[config.mk]
export PLATFORM = sky130hd
export DESIGN_NAME = gene_ascii_packer_flat
export DESIGN_NICKNAME = d
export VERILOG_FILES = /design/src/rtl/gene_ascii_packer_if.sv /design/src/rtl/gene_ascii_packer.sv /design/src/flat_wrapper.sv
export SDC_FILE = /design/constraint.sdc
export NUM_CORES = 1
export LEC_CHECK = 0
export ABC_CLOCK_PERIOD_IN_PS = 2550
export CAP_MARGIN = 20
export CORE_AREA = 5 5 67 69
export CTS_BUF_LIST = sky130_fd_sc_hd__clkbuf_2
export CTS_CLUSTER_DIAMETER = 30
export CTS_CLUSTER_SIZE = 30
export DETAILED_ROUTE_END_ITERATION = 7
export DIE_AREA = 0 0 72 74
export RECOVER_POWER = 100
export SYNTH_ARGS = -nofsm -noshare
export SYNTH_HDL_FRONTEND = slang
export SYNTH_SLANG_ARGS = --single-unit
[constraint.sdc]
create_clock -name clk -period 2.55 [get_ports clk]
set_clock_uncertainty 0.1 [all_clocks]
set_input_delay 0.3825 -clock clk [delete_from_list [all_inputs] [get_ports clk]]
set_output_delay 0.3825 -clock clk [all_outputs]
set_load 0.01 [all_outputs]
[src/rtl/gene_ascii_packer_if.sv]
// ---------------------------------------------------------------------------
// gene_ascii_packer_if
//   Bundles both stream sides of the ASCII-to-2-bit nucleotide packer.
//
//   Character side (source -> packer):
//     in_char   [7:0]  ASCII nucleotide byte
//     in_valid         in_char / in_last are valid
//     in_last          final character of the sequence, forces a flush
//     in_ready         packer can take a beat (driven by the packer)
//
//   Word side (packer -> sink):
//     out_word  [2N-1:0]  packed codes, first base in the MSBs
//     out_count [CNT_W-1:0] number of valid bases in out_word
//     out_last            word closes the sequence
//     out_valid           output register holds a word
//     out_ready           sink accepts the word (driven by the sink)
//
//   Status:
//     err_char         one-cycle pulse after an unmapped byte was accepted
//
//   Modports:
//     master : the environment around the packer (byte source + word sink)
//     slave  : the packer itself
// ---------------------------------------------------------------------------
interface gene_ascii_packer_if #(
  parameter int BASES_PER_WORD = 4,
  parameter int CNT_W          = 3
);

  logic [7:0]                    in_char;
  logic                          in_valid;
  logic                          in_last;
  logic                          in_ready;

  logic [2*BASES_PER_WORD-1:0]   out_word;
  logic [CNT_W-1:0]              out_count;
  logic                          out_last;
  logic                          out_valid;
  logic                          out_ready;

  logic                          err_char;

  modport master (
    output in_char,
    output in_valid,
    output in_last,
    input  in_ready,
    input  out_word,
    input  out_count,
    input  out_last,
    input  out_valid,
    output out_ready,
    input  err_char
  );

  modport slave (
    input  in_char,
    input  in_valid,
    input  in_last,
    output in_ready,
    output out_word,
    output out_count,
    output out_last,
    output out_valid,
    input  out_ready,
    output err_char
  );

endinterface

[src/rtl/gene_ascii_packer.sv]
// ---------------------------------------------------------------------------
// gene_ascii_packer
//   Streaming encoder between the raw FASTA byte source and the compressed
//   word store. Each accepted ASCII nucleotide is mapped to a 2-bit code
//   (A=00, C=01, T=10, G=11, upper or lower case) and packed MSB-first into
//   a word of BASES_PER_WORD codes. A word is emitted when it fills up or
//   when a beat carrying in_last is accepted (partial words are zero-padded
//   in the LSBs; an empty accumulator flushes as out_count=0).
//   This is the inverse of the 2-bit-to-ASCII expander and shares its map.
//
//   Parameters:
//     BASES_PER_WORD  bases per output word (>= 2), word width 2*N
//     CNT_W           width of out_count (>= clog2(N+1))
//
//   Ports:
//     clk   sole clock, rising edge
//     rst   synchronous active-high reset; drops any partial word and any
//           pending output word without flushing
//     bus   gene_ascii_packer_if.slave, see the interface header
//
//   Timing:
//     - in_ready = !out_valid || out_ready, so a stalled sink stalls the
//       source even mid-word and no beat is ever lost.
//     - One cycle from the completing beat to out_valid; one char/cycle
//       sustained while the sink is ready.
//     - err_char is registered: it pulses the cycle after the bad byte.
// ---------------------------------------------------------------------------
module gene_ascii_packer #(
  parameter int BASES_PER_WORD = 4,
  parameter int CNT_W          = 3
) (
  input  logic                 clk,
  input  logic                 rst,
  gene_ascii_packer_if.slave   bus
);

  localparam int              WORD_W    = 2 * BASES_PER_WORD;
  localparam logic [CNT_W-1:0] LAST_SLOT = CNT_W'(BASES_PER_WORD - 1);

  // Returns {is_nucleotide, code[1:0]}; unmapped bytes give is_nucleotide=0.
  function automatic logic [2:0] map_char(input logic [7:0] ch);
    logic [2:0] res;
    case (ch)
      8'h41, 8'h61: res = 3'b1_00;  // A / a
      8'h43, 8'h63: res = 3'b1_01;  // C / c
      8'h54, 8'h74: res = 3'b1_10;  // T / t
      8'h47, 8'h67: res = 3'b1_11;  // G / g
      default:      res = 3'b0_00;
    endcase
    return res;
  endfunction

  // Accumulator state
  logic [WORD_W-1:0] acc_r;
  logic [CNT_W-1:0]  cnt_r;

  // Output register
  logic [WORD_W-1:0] out_word_r;
  logic [CNT_W-1:0]  out_count_r;
  logic              out_last_r;
  logic              out_valid_r;
  logic              err_char_r;

  // Combinational helpers
  logic [2:0]        map_s;
  logic              char_ok_s;
  logic [1:0]        code_s;
  logic              in_ready_s;
  logic              accept_s;
  logic              base_s;
  logic              complete_s;
  logic              drain_s;
  logic [WORD_W-1:0] acc_ins_s;
  logic [CNT_W-1:0]  cnt_ins_s;

  // Decode the incoming byte and derive the handshake events of this cycle.
  always_comb begin
    map_s      = map_char(bus.in_char);
    char_ok_s  = map_s[2];
    code_s     = map_s[1:0];
    // The output register frees up in the same cycle it drains, so a word
    // can be taken and a new one loaded back to back.
    in_ready_s = !out_valid_r || bus.out_ready;
    accept_s   = bus.in_valid && in_ready_s;
    base_s     = accept_s && char_ok_s;
    // Completion on a full word or on in_last; a bad byte never fills the
    // word but its in_last still flushes whatever is held.
    complete_s = accept_s && (bus.in_last || (char_ok_s && (cnt_r == LAST_SLOT)));
    drain_s    = out_valid_r && bus.out_ready;
  end

  // Accumulator contents after inserting the current base (if any).
  always_comb begin
    acc_ins_s = acc_r;
    cnt_ins_s = cnt_r;
    if (base_s) begin
      cnt_ins_s = cnt_r + CNT_W'(1);
      // Base k lands in bits [2N-1-2k : 2N-2-2k]; slots past cnt_r are
      // still zero, which is what pads a partial word.
      for (int k = 0; k < BASES_PER_WORD; k++) begin
        if (cnt_r == CNT_W'(k)) begin
          acc_ins_s[WORD_W-1-2*k -: 2] = code_s;
        end else begin
          acc_ins_s[WORD_W-1-2*k -: 2] = acc_r[WORD_W-1-2*k -: 2];
        end
      end
    end else begin
      acc_ins_s = acc_r;
      cnt_ins_s = cnt_r;
    end
  end

  // Accumulator register: clears on every completion, so the count stays <= N.
  always_ff @(posedge clk) begin
    if (rst) begin
      acc_r <= '0;
      cnt_r <= '0;
    end else if (complete_s) begin
      acc_r <= '0;
      cnt_r <= '0;
    end else begin
      acc_r <= acc_ins_s;
      cnt_r <= cnt_ins_s;
    end
  end

  // Output register: load on completion (even while draining), else clear
  // valid when the sink takes the word, else hold.
  always_ff @(posedge clk) begin
    if (rst) begin
      out_word_r  <= '0;
      out_count_r <= '0;
      out_last_r  <= 1'b0;
      out_valid_r <= 1'b0;
    end else if (complete_s) begin
      out_word_r  <= acc_ins_s;
      out_count_r <= cnt_ins_s;
      out_last_r  <= bus.in_last;
      out_valid_r <= 1'b1;
    end else if (drain_s) begin
      out_valid_r <= 1'b0;
    end else begin
      out_valid_r <= out_valid_r;
    end
  end

  // Error pulse: one cycle after an unmapped byte is accepted.
  always_ff @(posedge clk) begin
    if (rst) begin
      err_char_r <= 1'b0;
    end else begin
      err_char_r <= accept_s && !char_ok_s;
    end
  end

  assign bus.in_ready  = in_ready_s;
  assign bus.out_word  = out_word_r;
  assign bus.out_count = out_count_r;
  assign bus.out_last  = out_last_r;
  assign bus.out_valid = out_valid_r;
  assign bus.err_char  = err_char_r;

endmodule

[src/flat_wrapper.sv]
// flat-port wrapper written by rule: the top's interface ports become plain ports
module gene_ascii_packer_flat 
#(
  parameter int BASES_PER_WORD = 4,
  parameter int CNT_W          = 3
)
  (clk, rst, bus_in_char, bus_in_valid, bus_in_last, bus_in_ready, bus_out_word, bus_out_count, bus_out_last, bus_out_valid, bus_out_ready, bus_err_char);
  gene_ascii_packer_if #(.BASES_PER_WORD(BASES_PER_WORD), .CNT_W(CNT_W)) bus_i ();
  input  logic clk;
  input  logic rst;
  input wire logic [$bits(bus_i.in_char)-1:0] bus_in_char;
  input wire logic [$bits(bus_i.in_valid)-1:0] bus_in_valid;
  input wire logic [$bits(bus_i.in_last)-1:0] bus_in_last;
  output wire logic [$bits(bus_i.in_ready)-1:0] bus_in_ready;
  output wire logic [$bits(bus_i.out_word)-1:0] bus_out_word;
  output wire logic [$bits(bus_i.out_count)-1:0] bus_out_count;
  output wire logic [$bits(bus_i.out_last)-1:0] bus_out_last;
  output wire logic [$bits(bus_i.out_valid)-1:0] bus_out_valid;
  input wire logic [$bits(bus_i.out_ready)-1:0] bus_out_ready;
  output wire logic [$bits(bus_i.err_char)-1:0] bus_err_char;
  assign bus_i.in_char = bus_in_char;
  assign bus_i.in_valid = bus_in_valid;
  assign bus_i.in_last = bus_in_last;
  assign bus_in_ready = bus_i.in_ready;
  assign bus_out_word = bus_i.out_word;
  assign bus_out_count = bus_i.out_count;
  assign bus_out_last = bus_i.out_last;
  assign bus_out_valid = bus_i.out_valid;
  assign bus_i.out_ready = bus_out_ready;
  assign bus_err_char = bus_i.err_char;
  gene_ascii_packer #(.BASES_PER_WORD(BASES_PER_WORD), .CNT_W(CNT_W)) u_core (.clk(clk), .rst(rst), .bus(bus_i));
endmodule
==> impl_summary.txt, run 1 <==
----------------------------------------------------
[GRT]
  Overall global routing resource usage ... 12.7%
  Sum of overflow across all layers after global routing ... 0
  Maximum number of pins on one net before global-route repair ... 18
  Wire length of the first global-routing pass ... 5.47 mm
  Initial antenna violation count ... 0
  Vias in the first global route ... 1195

[Clock network]
  Number of clock sinks ... 25
  Buffer levels on the longest clock path ... 2
  Buffer type at the clock tree root ... clkbuf_2
  Clock transition at the registers of the reported paths ... 220 ps
  Clock tree from TritonCTS ... yes
  Number of buffers inserted to repair setup after CTS ... 0
  Post-CTS Resized ... 0
  Number of buffers added by the clock tree synthesis step ... 3
  Hold buffer count at CTS ... 0
  Worst skew pair latency ... 350 ps
  Htree depth ... 1

[Run]
  Maxcap violations ... 0

[Finish]
  Filler Cells Inserted ... 385
  Proportion of layout cells with a drive suffix above 1 ... 14.2%
  Sequential cell area ... 500 um^2
  Layout overhead on the synthesized area ... 23.9%
  Footprint of the multi-input gates ... 692 um^2
  Final net count ... 181
  Diode insertion count for antenna repair ... 0
  Util after Layout ... 41.6%

[Logic synthesis]
  Adder-cell share of the synthesized area ... 4.83%
  Area fraction of the dominant cell type after synthesis ... 38.6%
  Sequential share of the synthesized area ... 38.6%
  Main combinational cell family by area after synthesis ... compound AO/OA/AOI/OAI gates
  Share of synthesized cell area in and, or, nand and nor gates ... 18.0%
  Number of enable-type register cells in the synthesized netlist ... 0
  Register bit count reported by yosys ... 25
  Most numerous cell in the Yosys netlist ... dfxtp_1
  Fraction of synthesis flops using an asynchronous set or reset pin ... 0%
  Net count of the mapped netlist ... 151
  Average size of a mapped cell ... 9.74 um^2
  Mux share of post-synthesis cell area ... 0%
  Cells after Synth ... 133
  Number of distinct standard cells referenced by the synthesized netlist ... 36
  Netlist Area Pre-Place ... 1290 um^2
  Area share of xor/xnor cells in the synthesized design ... 0%
  List of most frequent post-synthesis cells ... dfxtp_1 (25), a211oi_1 (12), a311oi_1 (11)
  Biggest area contributors in the synthesized netlist ... dfxtp_1 (39%), a311oi_1 (7.4%), a211oi_1 (7.0%)
  Synth Warn # ... 0
  Post-synthesis compound-gate area fraction ... 31.8%
  Most instantiated flip-flop cell in the synthesis netlist ... dfxtp_1
  Most area-hungry cell type in the Yosys netlist ... dfxtp_1

[STA]
  Share of the clock period used by the worst path ... 89.2%
  Final setup violation count ... 0
  Fin. max-slew vios ... 0
  Number of failing hold endpoints at the final stage ... 0
  Crit path time final ... 2280 ps
  Max Fclk ... 439 MHz
  Unrepaired setup endpoints after global routing ... false
  Actual transition at the worst max-transition pin ... 829 ps
  Headroom to the max-slew limit ... 44.7%
  Total negative slack ... 0 ps

[Critical path]
  Slowest cell on the critical path ... dlygate4sd3_1
  Data arrival at the endpoint of the critical path ... 2450 ps
  Critical register-to-register path startpoint ... u_core.cnt_r[0]
  Reg2Reg Depth ... 7
  Data required time at the worst endpoint ... 2720 ps
  Critical path cell sequence ... dlygate4sd3_1, nand2b_1, a32oi_1, o21ai_0, buf_4, a311oi_1
  Biggest fanout along the worst timing path ... 11
  Buf/Inv on CP ... 2
  Startpoint type of the worst setup path ... input pin
  Crit. End Element ... flip-flop
  Worst setup slack for register-to-register paths ... 550 ps
  Worst setup startpoint ... bus_in_char[2]
  Reg-to-Reg End ... u_core.acc_r[5]
  Critical Setup Path Class ... in2reg
  Crit-path leading delay family ... compound AO/OA/AOI/OAI gates
  Slowest stage delay, CP ... 630 ps

[Routing]
  Overall via count from detail_route ... 1169
  Metal2 WL ... 1.66 mm
  Detailed Route Iter0 Violations ... 63
  Top metal layer carrying routed signals ... met4
  Via/cell ratio ... 5.51
  Total wire length after detailed routing ... 3.30 mm
  Number of nets still failing antenna checks after routing ... 0
  Sum of met3 wire segment lengths after detailed routing ... 189 um
  Metal-1 WL ... 1.43 mm
  Total iterations of the first detailed-routing run ... 4
  DRC errors left ... 0
  WL per Instance ... 15.5 um

[Die]
  Die outline width ... 72 um
  Vertical die dimension ... 74 um
  Starting Density ... 33.6%
  IO Count ... 28
  Std-Cell Rows ... 23
  Die area ... 5330 um^2
  Core Region ... 3860 um^2

[Worst hold path]
  Class of the most critical hold timing path ... reg2reg
  Hold Path Stages ... 2
  Worst min-delay path endpoint ... u_core.bus.out_last
  Hold_sp ... u_core.bus.out_last

[Power]
  VDD IR max ... 0.198 mV
  Static leakage ... 0.573 nW
  Power per cell area ... 433 nW/um^2

[Outcome]
  Outcome ... completed

[Placement]
  # port buffers ... 26
  Placer's final routability congestion estimate ... 0.811
  Detailed-placement wirelength estimate ... 2.43 mm

----------------------------------------------------
## through the flow
step,cell area [um^2],setup WS (ps),hold slack [ps],power (mW),cells
after floorplan,1290,853,355,0.486,133
after global placement,1610,272,372,0.552,208
after detailed placement,1610,199,383,0.556,208
after CTS,1630,437,409,0.710,212
after global routing,1600,195,438,0.727,212
final,1600,274,403,0.695,212
## flip-flops by register name (all words and copies together), names as in the netlist
signal	cells
u_core.bus.out_count	3
u_core.acc_r	8
u_core.bus.out_last	1
u_core.bus.out_valid	1
u_core.bus.out_word	8
u_core.bus.err_char	1
u_core.cnt_r	3
## power by group
| group | switching (mW) | internal (mW) | leakage (nW) |
|---|---|---|---|
| logic | 0.0673 | 0.0593 | 0.353 |
| registers | 0.00625 | 0.406 | 0.204 |
| clock network | 0.121 | 0.0355 | 0.0164 |
## cell usage in the layout, fill, tap and decap left out, types with 2 or more instances in the layout
master,instances
dfxtp_1,25
dlygate4sd3_1,16
a211oi_1,12
a311oi_1,11
o21ai_0,10
clkdlybuf4s50_1,10
nand3_1,8
a21oi_2,8
nand2_1,7
a21oi_1,6
buf_4,6
and3_1,5
ha_1,5
clkbuf_2,4
inv_1,3
nand2b_1,3
o31ai_1,3
clkbuf_1,2
## worst min-delay path, delay by kind of cell (launching register included)
kind | cells | cell delay [ps]
flip-flops | 1 | 360
AO/OA/AOI/OAI | 2 | 130
## cell type report
cell class	count	area share [%]
timing repair buffer	35	19.8
tap	50	3.90
inverter	3	0.702
multi-input combinational	95	43.1
clock inverter	1	0.312
clock buffer	3	0.936
sequential	25	31.2
## worst max path at each step
stage,endpoint,cells past startpoint
2_1_floorplan,u_core.cnt_r[1],7
3_3_place_gp,u_core.bus.out_count[1],6
3_5_place_dp,u_core.bus.out_count[1],6
4_1_cts,bus_in_ready,3
5_1_grt,u_core.bus.out_count[1],6
6_report,u_core.bus.out_count[1],6
## metal layers
metal,up-vias,global-route usage (%)
met5,-,0
met3,2,2.16
li1,575,-
met2,31,22.0
met4,0,4.18
met1,561,16.0
## logic make-up after synthesis
| kind of cell | Yosys count |
|---|---|
| simple gates | 36 |
| fa+ha+maj | 5 |
| buf+inv | 13 |
| flops | 25 |
| compound gates | 54 |
Note: power is estimated with default switching activity, not from simulation.
==> run 2, diff against run 1 <==
Settings changed: ABC_CLOCK_PERIOD_IN_PS 2550 to not set.
==> results of run 2 <==
Same layout as run 1: the final DEF is identical, and so are final timing and power.
==> run 3, diff against run 2 <==
Clock period 2.55 ns to 2.1 ns, I/O delays scaled along.
==> run 3 against run 2 <==
First-iteration DRC count down 37%. Register-to-register slack got worse by 280 ps. Sequential power up 21%. Sequential share of layout area is 2.2 points lower. Global-route usage is 0.47 points higher. Setup slack worse by 180 ps.
==> impl_summary.txt, run 3 (same netlist as run 1, synthesis figures left out) <==
----------------------------------------------------
[Routing]
  WL per Instance ... 14.8 um
  Overall via count from detail_route ... 1240
  DRC errors left ... 0
  Total wire length after detailed routing ... 3.42 mm
  Total iterations of the first detailed-routing run ... 6
  Detailed Route Iter0 Violations ... 40
  Number of nets still failing antenna checks after routing ... 0
  Via/cell ratio ... 5.37

[Run]
  Maxcap violations ... 0

[Clock network]
  Buffer levels on the longest clock path ... 2
  Buffer type at the clock tree root ... clkbuf_2
  Worst skew pair latency ... 340 ps
  Number of clock sinks ... 25
  Htree depth ... 1
  Clock transition at the registers of the reported paths ... 260 ps
  Number of buffers added by the clock tree synthesis step ... 3
  Clock tree from TritonCTS ... yes

[Power]
  Total net switching power ... 241 uW
  Switching share of power ... 27.9%
  Clk pwr share ... 22.4%
  Internal power contribution ... 621 uW
  VDD IR max ... 0.221 mV
  Sequential cell fraction of total power ... 58.1%
  Power per cell area ... 499 nW/um^2
  Part of the total power dissipated in combinational logic ... 19.5%
  Static leakage ... 0.659 nW

[Finish]
  Non-Filler Instances ... 231
  Diode insertion count for antenna repair ... 0
  Proportion of layout cells with a drive suffix above 1 ... 21.0%
  Commonest non-fill, non-tap cell in the layout ... dfxtp_1
  Filler Cells Inserted ... 406
  Most used cells in the layout excluding fill and tap cells ... dfxtp_1 (25), buf_4 (24), dlygate4sd3_1 (15), a211oi_1 (12)
  Layout overhead on the synthesized area ... 33.3%
  Area of all placed cells without fillers ... 1730 um^2
  Final net count ... 200

[Critical path]
  Data required time at the worst endpoint ... 1680 ps
  Critical Setup Path Class ... in2out
  Biggest fanout along the worst timing path ... 10
  Startpoint type of the worst setup path ... input pin
  Crit. End Element ... output port
  Data arrival at the endpoint of the critical path ... 1590 ps

[GRT]
  Wire length of the first global-routing pass ... 5.58 mm
  Initial antenna violation count ... 0
  Maximum number of pins on one net before global-route repair ... 15
  Sum of overflow across all layers after global routing ... 0
  Overall global routing resource usage ... 13.1%
  Vias in the first global route ... 1207

[STA]
  Unrepaired setup endpoints after global routing ... false
  Final setup violation count ... 0
  Share of the clock period used by the worst path ... 95.5%
  Hold slack ... 399 ps
  Number of failing hold endpoints at the final stage ... 0
  Actual transition at the worst max-transition pin ... 388 ps
  Crit path time final ... 2010 ps
  Fin. max-slew vios ... 0
  Max Fclk ... 498 MHz
  Headroom to the max-slew limit ... 74.1%

[Placement]
  Detailed-placement wirelength estimate ... 2.71 mm
  Post-DP Area ... 1750 um^2
  # port buffers ... 26
  Post-placement cell count ... 227
  Placer's final routability congestion estimate ... 0.867

[Worst hold path]
  Class of the most critical hold timing path ... reg2reg

[Outcome]
  Outcome ... completed

[Die]
  Std-Cell Rows ... 23
  IO Count ... 28
  Die outline width ... 72 um
  Vertical die dimension ... 74 um
  Die area ... 5330 um^2
  Starting Density ... 33.6%
  Core Region ... 3860 um^2

----------------------------------------------------
## run 3: changes by cell type in the layout (fill, tap and decap cells not counted), sizes merged
cell,change
buf,+18
clkbuf,+1
clkdlybuf4s50,+1
dlygate4sd3,-1
## run 3: worst paths after layout
kind / startpoint / cells after the start / slack [ps] / to
worst min register to register: u_core.bus.out_last / 2 / 400 / u_core.bus.out_last
worst max register to register: u_core.cnt_r[0] / 6 / 270 / u_core.acc_r[7]
worst min-delay path: u_core.bus.out_last / 2 / 400 / u_core.bus.out_last
worst max-delay path: bus_out_ready / 3 / 90 / bus_in_ready
## run 3: per-stage QoR
stage	util [%]	total power [mW]	worst slack, ps	setup TNS [ps]
detailed placement	45.4	0.690	-86.8	-470
floorplan	-	0.591	403	0
finish	44.8	0.861	93.7	0
global route	44.8	0.896	65.2	0
CTS	45.9	0.877	25.7	0
global placement	45.4	0.686	-42.4	-118
## run 3: worst max-delay path: stages
cell and delay, ps:
clkdlybuf4s50_1 440, nand2b_2 200, dlygate4sd3_1 630
## run 3: repair_timing
item | CTS | global route
resized for setup | 0 | 1
endpoints found under the setup margin | 0 | 1
buffers inserted | 0 | 0
hold buffers | 0 | 0
## run 3: metal layers
metal  wire length, um  up-vias  GRT usage, %
li1                  -      617             -
met1              1530      595          17.1
met2              1740       24          22.8
met3               124        4          2.43
met4                26        0          3.13
met5                 0        -             0
## run 3: power groups by stage
stage / sequential, mW / combinational, mW / clock, mW
after floorplan: 0.517 / 0.0736 / 0
after global placement: 0.509 / 0.177 / 0
after detailed placement: 0.510 / 0.180 / 0
after CTS: 0.501 / 0.181 / 0.194
after global routing: 0.503 / 0.183 / 0.210
final: 0.500 / 0.168 / 0.193
## run 3: area by class of cell
type	instances	area, um^2	area share (%)
clock inverter	1	5.00	0.290
multi-input combinational	95	676	39.1
clock buffer	3	15.0	0.870
timing repair buffer	54	457	26.4
sequential	25	500	29.0
tap	50	62.6	3.62
inverter	3	11.3	0.652
